$ cat src/rtl/arb_pkg.sv
// rtl/arb_pkg.sv - shared constants, state type and encoder for the 8-way round-robin arbiter
package arb_pkg;

  localparam int N_REQ = 8;
  localparam int IDX_W = 3;

  typedef enum logic {IDLE, GRANT} arb_state_t;

  // Bit k maps to k; anything that is not exactly one-hot maps to 0.
  function automatic logic [IDX_W-1:0] onehot_to_idx(input logic [N_REQ-1:0] oh);
    logic [IDX_W-1:0] idx;
    case (oh)
      8'b0000_0001: idx = 3'd0;
      8'b0000_0010: idx = 3'd1;
      8'b0000_0100: idx = 3'd2;
      8'b0000_1000: idx = 3'd3;
      8'b0001_0000: idx = 3'd4;
      8'b0010_0000: idx = 3'd5;
      8'b0100_0000: idx = 3'd6;
      8'b1000_0000: idx = 3'd7;
      default:      idx = 3'd0;
    endcase
    return idx;
  endfunction

endpackage

$ cat src/rtl/rr_pick8.sv
// rtl/rr_pick8.sv - combinational pick of the first unmasked request at or after ptr
module rr_pick8
  import arb_pkg::*;
(
  input  logic [N_REQ-1:0] req,
  input  logic [IDX_W-1:0] ptr,
  input  logic [N_REQ-1:0] mask,
  output logic             found,
  output logic [IDX_W-1:0] pick
);

  logic [N_REQ-1:0] eff;
  logic [N_REQ-1:0] rot;
  logic [IDX_W-1:0] src;
  logic [IDX_W-1:0] off;

  always_comb begin
    eff   = req & ~mask;
    rot   = '0;
    src   = '0;
    found = 1'b0;
    off   = '0;
    // Rotate so that ptr lands on bit 0; the 3-bit sum wraps naturally.
    for (int i = 0; i < N_REQ; i++) begin
      src    = ptr + IDX_W'(i);
      rot[i] = eff[src];
    end
    for (int i = N_REQ - 1; i >= 0; i--) begin
      if (rot[i]) begin
        found = 1'b1;
        off   = IDX_W'(i);
      end
    end
    pick = ptr + off;
  end

endmodule

$ cat src/rtl/rr_arbiter_8.sv
// rtl/rr_arbiter_8.sv - 8-way round-robin arbiter with registered grant and hold timeout
module rr_arbiter_8
  import arb_pkg::*;
#(
  parameter int MAX_HOLD = 16
)
(
  input  logic             clk,
  input  logic             rst_n,
  input  logic [N_REQ-1:0] req,
  input  logic             done,
  output logic [N_REQ-1:0] gnt,
  output logic [IDX_W-1:0] gnt_idx,
  output logic             gnt_valid,
  output logic             timeout
);

  localparam int HOLD_W = $clog2(MAX_HOLD);

  arb_state_t        state;
  logic [IDX_W-1:0]  ptr;
  logic [HOLD_W-1:0] hold_cnt;

  logic              hold_max;
  logic              release_now;
  logic              force_only;
  logic [N_REQ-1:0]  mask;
  logic              found;
  logic [IDX_W-1:0]  pick;

  always_comb begin
    hold_max    = (hold_cnt == HOLD_W'(MAX_HOLD - 1));
    release_now = (state == GRANT) && (done || !req[gnt_idx] || hold_max);
    force_only  = (state == GRANT) && hold_max && !done && req[gnt_idx];
    // The releasing owner is excluded so it cannot win the very next cycle.
    mask        = (state == GRANT) ? (N_REQ'(1) << gnt_idx) : '0;
  end

  rr_pick8 u_pick (
    .req   (req),
    .ptr   (ptr),
    .mask  (mask),
    .found (found),
    .pick  (pick)
  );

  always_ff @(posedge clk or negedge rst_n) begin
    if (!rst_n) begin
      state     <= IDLE;
      ptr       <= '0;
      hold_cnt  <= '0;
      gnt       <= '0;
      gnt_idx   <= '0;
      gnt_valid <= 1'b0;
      timeout   <= 1'b0;
    end else begin
      timeout <= force_only;
      if ((state == IDLE || release_now) && found) begin
        state     <= GRANT;
        gnt       <= N_REQ'(1) << pick;
        gnt_idx   <= pick;
        gnt_valid <= 1'b1;
        ptr       <= pick + IDX_W'(1);
        hold_cnt  <= '0;
      end else if (release_now) begin
        state     <= IDLE;
        gnt       <= '0;
        gnt_valid <= 1'b0;
        hold_cnt  <= '0;
      end else if (state == GRANT) begin
        hold_cnt  <= hold_cnt + HOLD_W'(1);
      end
    end
  end

endmodule

$ cat config.mk
export PLATFORM = sky130hd
export DESIGN_NAME = rr_arbiter_8
export DESIGN_NICKNAME = d
export VERILOG_FILES = /design/src/rtl/arb_pkg.sv /design/src/rtl/rr_pick8.sv /design/src/rtl/rr_arbiter_8.sv
export SDC_FILE = /design/constraint.sdc
export NUM_CORES = 1
export LEC_CHECK = 0
export BUFFER_PORTS_ARGS = -buffer_cell sky130_fd_sc_hd__buf_2
export CAP_MARGIN = 20
export CORE_ASPECT_RATIO = 0.9
export CORE_MARGIN = 5
export CORE_UTILIZATION = 45
export CTS_CLUSTER_DIAMETER = 30
export DETAILED_ROUTE_END_ITERATION = 8
export HOLD_SLACK_MARGIN = 0.08
export PLACE_DENSITY_LB_ADDON = 0.3
export SYNTH_ARGS = -nofsm -noshare
export SYNTH_HDL_FRONTEND = slang
export SYNTH_HIERARCHICAL = 1
export SYNTH_SLANG_ARGS = --single-unit
$ cat constraint.sdc
create_clock -name clk -period 8.87 [get_ports clk]
set_clock_uncertainty 0.1 [all_clocks]
set_input_delay 1.774 -clock clk [delete_from_list [all_inputs] [get_ports clk]]
set_output_delay 1.774 -clock clk [all_outputs]
set_load 0.1 [all_outputs]
# == Yosys cells after proc, flatten, opt, wreduce, memory -nomap -nowiden ==
# Cells that the tools add are included.
# word_totals
reg_bits,20
# classes
bitwise,3
n_addsub,10
n_reduce_logical,12
magnitude_cmp,9
n_mux,42
n_eq_ne,1
n_shift,2
# op_table
cell,count
< comparator 3 x 4 -> 1 bit (second input constant),9
binary-select mux 1 bit (select 3 bit),9
2-to-1 mux 3 bit,8
2-to-1 mux 8 bit,3
2-to-1 mux 1 bit,19
<< shifter 1 x 3 -> 8 bit (first input constant),2
adder 3 bit (second input constant),4
2-to-1 mux 4 bit,3
bitwise AND 8 bit,1
NOT 8 bit,1
adder 3 x 1 -> 3 bit (second input constant),2
adder 3 x 2 -> 3 bit (second input constant),2
logical AND 1 bit,5
adder 4 x 1 -> 4 bit (second input constant),1
== test 4 bit (second input constant),1
adder 3 bit,1
logical OR 1 bit,3
nonzero test 3 bit,1
zero test 1 bit,2
nonzero test 2 bit,1
NOT 1 bit,1

# == Logic depth before layout (Yosys ltp) ==
# Gate-level depths: netlist of run 1.
# logic_depth
depth_word,17
depth_mapped,18
ltp_nobuf,17

# == By module ==
# Netlist of run 1, hierarchy kept.
# modules_own_cells
mod,area_each_um2,cells_each,n_inst
rr_arbiter_8,1068.5,97,1
rr_pick8,666.9,61,1

# == Least setup slack after synthesis of run 1 ==
# No wires, ideal clock.
# synth_path
kind,input to register
start,input port req[2]
end,register gnt[3]
path_slack_ns,3.996
arrival_ns,4.651
path_buffers,0
t_required_ns,8.647
stages,14
path_cell_list,nor2b_1 -> mux2_1 -> mux4_2 -> nand2b_1 -> a21boi_1 -> o221a_1 -> ha_1 -> inv_1 -> fa_1 -> xor2_1 -> xnor2_1 -> inv_1 -> ha_1 -> a22o_1
# synth_between
elab_chain_cells,14
# synth_rtl
element,line,source
from (decl),rr_arbiter_8.sv:10,"input logic [N_REQ-1:0] req,"
bitwise AND 8 bit *,rr_pick8.sv:18,eff = req & ~mask;
binary-select mux 1 bit (select 3 bit),rr_pick8.sv:26,rot[i] = eff[src];
2-to-1 mux 1 bit (implied by the code),rr_pick8.sv:26,
2-to-1 mux 3 bit (7 in a row),rr_pick8.sv:29,if (rot[i]) begin
2-to-1 mux 3 bit *,rr_pick8.sv:29,
adder 3 bit *,rr_pick8.sv:34,pick = ptr + off;
via pick[2],rr_arbiter_8.sv:29,logic [IDX_W-1:0] pick;
<< shifter 1 x 3 -> 8 bit *,rr_arbiter_8.sv:60,gnt <= N_REQ'(1) << pick;
2-to-1 mux 8 bit *,rr_arbiter_8.sv:58,if ((state == IDLE || release_now) && found) begin
to (signal assigned),rr_arbiter_8.sv:60,
to (decl),rr_arbiter_8.sv:12,"output logic [N_REQ-1:0] gnt,"
# Mark *: on every way through the listed nets, which the timed path passes. The rest lies on a longest branch. The select of a mux whose other input is x is not followed.
# A chain may end at the register's enable or synchronous reset.

# == Worst setup path in the final report of run 1 ==
# Ends and elaborated chain as after synthesis.

==> results.sh, run 1 <==
export IMPL_outcome="finished clean"
export IMPL_timing_fmax_ghz=0.1970
export IMPL_synthFlopType="dfrtp_1"
export IMPL_finalCritPeriodShare_pct=57.24
export IMPL_first_iter_violations=115
export IMPL_crit_chain="buf_2 > nor2b_1 > mux2_1 > mux4_2 > nand2b_1 > a21boi_1 > o221a_1 > ha_1 > inv_1 > fa_1 > xor2_1 > xnor2_1 > inv_1 > ha_1 > a22o_1"
export IMPL_diodes=0
export IMPL_antenna_found_initial=0
export IMPL_clk_path_buf_depth=2
export IMPL_dieArea_mm2=0.005200
export IMPL_vias_per_cell=5.893
export IMPL_ys_top_cells_by_count="dfrtp_1, mux2i_1, nand2_1"
export IMPL_synth_area_leaders="dfrtp_1, mux2i_1, ha_1, mux4_2, mux4_1"
export IMPL_drc=0
export IMPL_routedWlPerCell_um=16.58
export IMPL_wl_mm=3.731
export IMPL_drv_slew=0
export IMPL_synth_nets=180
export IMPL_hold_viol=0
export IMPL_setup_tns_ns=0
export IMPL_grt_max_degree=21
export IMPL_cp_end_kind="flip-flop"
export IMPL_cp_max_fo=5
export IMPL_yosys_area_top_type_share_pct=28.84
export IMPL_nets=202
export IMPL_holdWs_ns=0.3939
export IMPL_path_clk_slew_ns=0.07
export IMPL_reg2reg_to="gnt[3]"
export IMPL_critPathMaxStageDelay_ns=0.48
export IMPL_rsz0062_at_grt="false"
export IMPL_rr_worst_depth=14
export IMPL_min_period_ns=5.077
export IMPL_rows=21
export IMPL_synth_cells=158
export IMPL_io_pins=24
export IMPL_post_cts_buffers=0
export IMPL_syn_avg_cell_area_um2=10.98
export IMPL_cts_resized=0
export IMPL_max_slew_margin_rel_pct=66.75
export IMPL_grt_usage_pct=16.69
export IMPL_portBuffers=23
export IMPL_synth_seq_cells=20
export IMPL_grt_pass1_vias=1420
export IMPL_cap_violations=0
export IMPL_hpwlAfterDp_mm=2.968
export IMPL_cp_start_kind="input pin"
export IMPL_hold_path_startpoint="gnt[0]"
export IMPL_tightestPinTransition_ns=0.4988
export IMPL_clock_root_buffer="clkbuf_8"
export IMPL_hold_path_end="gnt[0]"
export IMPL_synth_edf_count=0
export IMPL_clock_latency_ns=0.26
export IMPL_grt_ovfl_total=0
export IMPL_vias=1326
export IMPL_synth_top_area_cell="dfrtp_1"
export IMPL_drive_gt1_share_pct=26.26
export IMPL_setup_viol=0
export IMPL_reg2reg_from="ptr[0]"
export IMPL_holdPathStages=1
export IMPL_r2r_slack_ns=4.59
export IMPL_cts_hold_buffers=0
export IMPL_path_delay_family="multiplexers"
export IMPL_cts_buffers=3
export IMPL_place_gp_congestion=0.8274
export IMPL_synth_most_common_cell="dfrtp_1"
export IMPL_cts_tree="done"
export IMPL_slowest_stage="mux4_2"
export IMPL_start_util_pct=46.51
export IMPL_synthDistinctLibCells=44
export IMPL_synthArstFlopShare_pct=100.0
export IMPL_cts_htree_levels=1
export IMPL_core_mm2=0.003731
export IMPL_die_w_um=75.46
export IMPL_grt_pass1_wl_mm=6.568
export IMPL_syn2layout_area_growth_pct=9.445
export IMPL_path_class="in2reg"
export IMPL_cp_num_buf_inv=3
export IMPL_ys_seq_area_share_pct=28.84
export IMPL_yosysWarnings=6
export IMPL_chipHeight_um=68.92
export IMPL_ant_nets=0
export IMPL_hold_path_class="reg2reg"
export IMPL_required_ns=8.92
export IMPL_cts_sinks=20
export IMPL_first_pass_iters=4
export IMPL_synth_area_mm2=0.001735
export IMPL_critPathArrivalTime_ns=5.13
[metal layers]
layer / vias to the layer above / share of wire (%) / global-route usage, %
li1: 625 / - / -
met2: 17 / 54 / 28.66
met1: 678 / 42 / 19.69
met4: 0 / 1.7 / 7.860
met3: 6 / 2.1 / 3.768
met5: - / 0 / 0
[placed cells by master, fill, tap and decap left out, drive strengths merged, types with 6 or more instances in the layout]
cell type / netlist / final
a32o: 6 / 6
buf: 6 / 23
dfrtp: 20 / 20
ha: 10 / 10
inv: 12 / 12
mux2: 11 / 11
mux2i: 13 / 13
mux4: 9 / 9
nand2: 12 / 12
nor2: 11 / 11
nor2b: 8 / 8
[metrics by stage]
step                util, %  setup slack [ns]  std cells  area [um2]
finish                50.91             3.793        225        1899
detailed placement    49.43             3.531        221        1844
global placement      49.43             3.679        221        1844
floorplan                 -             3.996        158        1735
CTS                   50.91             3.814        225        1899
global route          50.91             3.554        225        1899
[final cells by class]
cell class,count,area [um2]
clock buffer,4,55.05
fill,337,1832
inverter,12,47.55
multi-input combinational,120,1124
sequential,20,500.5
tap,46,57.56
timing repair buffer,23,115.1
[sequential cells by signal, summed over array words and instances (netlist names)]
| signal | cells |
|---|---|
| gnt | 8 |
| gnt_idx | 3 |
| state | 1 |
| timeout | 1 |
| ptr | 3 |
| hold_cnt | 4 |
[worst max path at each step]
stage            from      to  slack (ns)  cells past startpoint
5_1_grt        req[2]  gnt[3]        3.55                     15
4_1_cts        req[2]  gnt[3]        3.81                     15
3_5_place_dp   req[2]  gnt[3]        3.53                     15
2_1_floorplan  req[2]  gnt[3]        4.00                     14
6_report       req[2]  gnt[3]        3.79                     15
3_3_place_gp   req[2]  gnt[3]        3.68                     15
[kinds of logic (layout without fill, tap and decap cells)]
logic type,Yosys count,after routing,share of synthesized area (%)
compound gates,22,22,11.03
fa+ha+maj,11,11,8.363
xor+xnor,4,4,2.019
flops,20,20,28.84
buf+inv,18,39,6.417
simple gates,50,50,15.07
mux,33,33,28.26
Power of run 1 is not shown: default switching activity piles up to over one toggle a cycle in this logic, so the estimate is an artifact.
==> run 2: changes to the inputs <==
- ABC_AREA: default -> 1
- clock period: 8.87 -> 4.75 ns (I/O delays scaled with it)
==> results.sh, run 2 <==
export IMPL_top_regs="gnt (8), hold_cnt (4)"
export IMPL_syn_avg_cell_area_um2=6.758
export IMPL_hpwlAfterDp_mm=2.981
export IMPL_synth_area_mm2=0.001750
export IMPL_setup_viol=0
export IMPL_regMostFlops="gnt"
export IMPL_cts_resized=0
export IMPL_syn2layout_area_growth_pct=10.79
export IMPL_chipHeight_um=69.17
export IMPL_synth_top_area_cell="dfrtp_1"
export IMPL_portBuffers=23
export IMPL_cts_hold_buffers=0
export IMPL_cap_violations=0
export IMPL_layout_common_cells="nand2_1, nand3_1, inv_1"
export IMPL_path_class="reg2reg"
export IMPL_reg2reg_from="ptr[0]"
export IMPL_grt_usage_pct=15.11
export IMPL_drive_gt1_share_pct=15.77
export IMPL_yosys_area_top_type_share_pct=28.59
export IMPL_setup_tns_ns=0
export IMPL_yosysWarnings=6
export IMPL_cp_end_kind="flip-flop"
export IMPL_reg2reg_to="ptr[2]"
export IMPL_hold_viol=0
export IMPL_first_pass_iters=5
export IMPL_min_period_ns=3.739
export IMPL_vias_per_cell=4.978
export IMPL_antenna_found_initial=0
export IMPL_required_ns=4.85
export IMPL_rsz0062_at_grt="false"
export IMPL_die_w_um=75.74
export IMPL_rows=21
export IMPL_cts_buffers=3
export IMPL_diodes=0
export IMPL_synth_most_common_cell="nand2_1"
export IMPL_clock_root_buffer="clkbuf_8"
export IMPL_max_slew_margin_rel_pct=67.29
export IMPL_synthDistinctLibCells=30
export IMPL_clk_path_buf_depth=2
export IMPL_grt_ovfl_total=0
export IMPL_synth_seq_cells=20
export IMPL_r2r_slack_ns=1.01
export IMPL_cts_tree="done"
export IMPL_io_pins=24
export IMPL_core_mm2=0.003731
export IMPL_synth_area_leaders="dfrtp_1, nand2_1, nand3_1, inv_1, ha_1"
export IMPL_grt_pass1_wl_mm=6.527
export IMPL_outcome="finished clean"
export IMPL_rr_worst_depth=24
export IMPL_first_iter_violations=130
export IMPL_synth_cells=259
export IMPL_critPathArrivalTime_ns=3.84
export IMPL_post_cts_buffers=0
export IMPL_grt_pass1_vias=1512
export IMPL_cts_sinks=20
export IMPL_synth_nets=281
export IMPL_drc=0
export IMPL_nets=302
export IMPL_drv_slew=0
export IMPL_wl_mm=3.737
export IMPL_clock_latency_ns=0.26
export IMPL_tightestPinTransition_ns=0.4907
export IMPL_cp_max_fo=12
export IMPL_holdWs_ns=0.3698
export IMPL_start_util_pct=46.91
export IMPL_cp_start_kind="flip-flop"
export IMPL_path_clk_slew_ns=0.08
export IMPL_synth_edf_count=0
export IMPL_hold_path_startpoint="gnt[2]"
export IMPL_grt_max_degree=22
export IMPL_startpoint="ptr[0]"
export IMPL_ant_nets=0
export IMPL_final_common_cell="nand2_1"
export IMPL_cts_htree_levels=1
export IMPL_timing_fmax_ghz=0.2675
export IMPL_largest_reg_flops=8
export IMPL_ys_seq_area_share_pct=28.59
export IMPL_routedWlPerCell_um=11.50
export IMPL_crit_path_end="ptr[2]"
export IMPL_vias=1618
export IMPL_finalCritPeriodShare_pct=78.71
export IMPL_place_gp_congestion=0.9229
export IMPL_synthFlopType="dfrtp_1"
export IMPL_ys_top_cells_by_count="nand2_1, nand3_1, inv_1"
export IMPL_hold_path_class="reg2reg"
export IMPL_dieArea_mm2=0.005239
export IMPL_synthArstFlopShare_pct=100.0
==> run 2: layer usage <==
metal / GRT usage (%) / vias up / share of wire [%]
met5: 0 / - / 0
met4: 1.553 / 0 / 0.96
met3: 3.188 / 9 / 6.2
met2: 23.48 / 45 / 45
met1: 22.05 / 719 / 48
li1: - / 845 / -
==> run 2: worst min path at each step <==
stage / endpoint / slack (ns) / depth (start not counted)
2_1_floorplan: ptr[2] / 0.36 / 2
3_3_place_gp: gnt[5] / 0.35 / 2
3_5_place_dp: gnt[2] / 0.35 / 2
4_1_cts: gnt[2] / 0.37 / 2
5_1_grt: gnt[2] / 0.41 / 2
6_report: gnt[2] / 0.37 / 2
==> run 2: final cells by class <==
| cell class | instances | area [um2] |
|---|---|---|
| Fill cell | 393 | 1792 |
| Timing Repair Buffer | 24 | 122.6 |
| Clock inverter | 1 | 30.03 |
| Clock buffer | 3 | 41.29 |
| Inverter | 40 | 157.7 |
| Sequential cell | 20 | 500.5 |
| Tap cell | 46 | 57.56 |
| Multi-Input combinational cell | 191 | 1030 |
==> run 2: logic make-up after synthesis <==
group	share of synthesized area, %
and+or+nand+nor	43.39
buffers and inverters	12.58
DFF	28.59
adders and majority gates	8.292
AOI/OAI and AO/OA	3.074
xor gates and xnor gates	4.075
==> run 2: critical path: stages, from the launching register on <==
cell	delay (ns)
dfrtp_1	0.65
inv_8	0.08
ha_1	0.37
inv_1	0.10
nand3_1	0.11
nand3_1	0.08
nand2_1	0.11
nand2_1	0.06
nand2_1	0.05
nand2_1	0.04
nand2_1	0.05
nand2_1	0.05
a21oi_1	0.12
ha_1	0.15
inv_1	0.05
fa_1	0.37
xor2_1	0.17
nand3b_1	0.13
nand2_1	0.05
inv_1	0.20
inv_1	0.08
ha_1	0.29
inv_1	0.05
nand3_1	0.06
nand2_1	0.09
==> run 2: per-stage QoR <==
stage          util [%]  cells  cell area (um2)  setup slack [ns]
6_report          51.98    325             1939             1.011
5_1_grt           51.98    325             1939            0.6092
4_1_cts           51.98    325             1939            0.9992
3_5_place_dp      50.07    321             1868             1.016
3_3_place_gp      50.07    321             1868             1.072
2_1_floorplan         -    259             1750            0.7451
Power of run 2 is left out for the same reason.
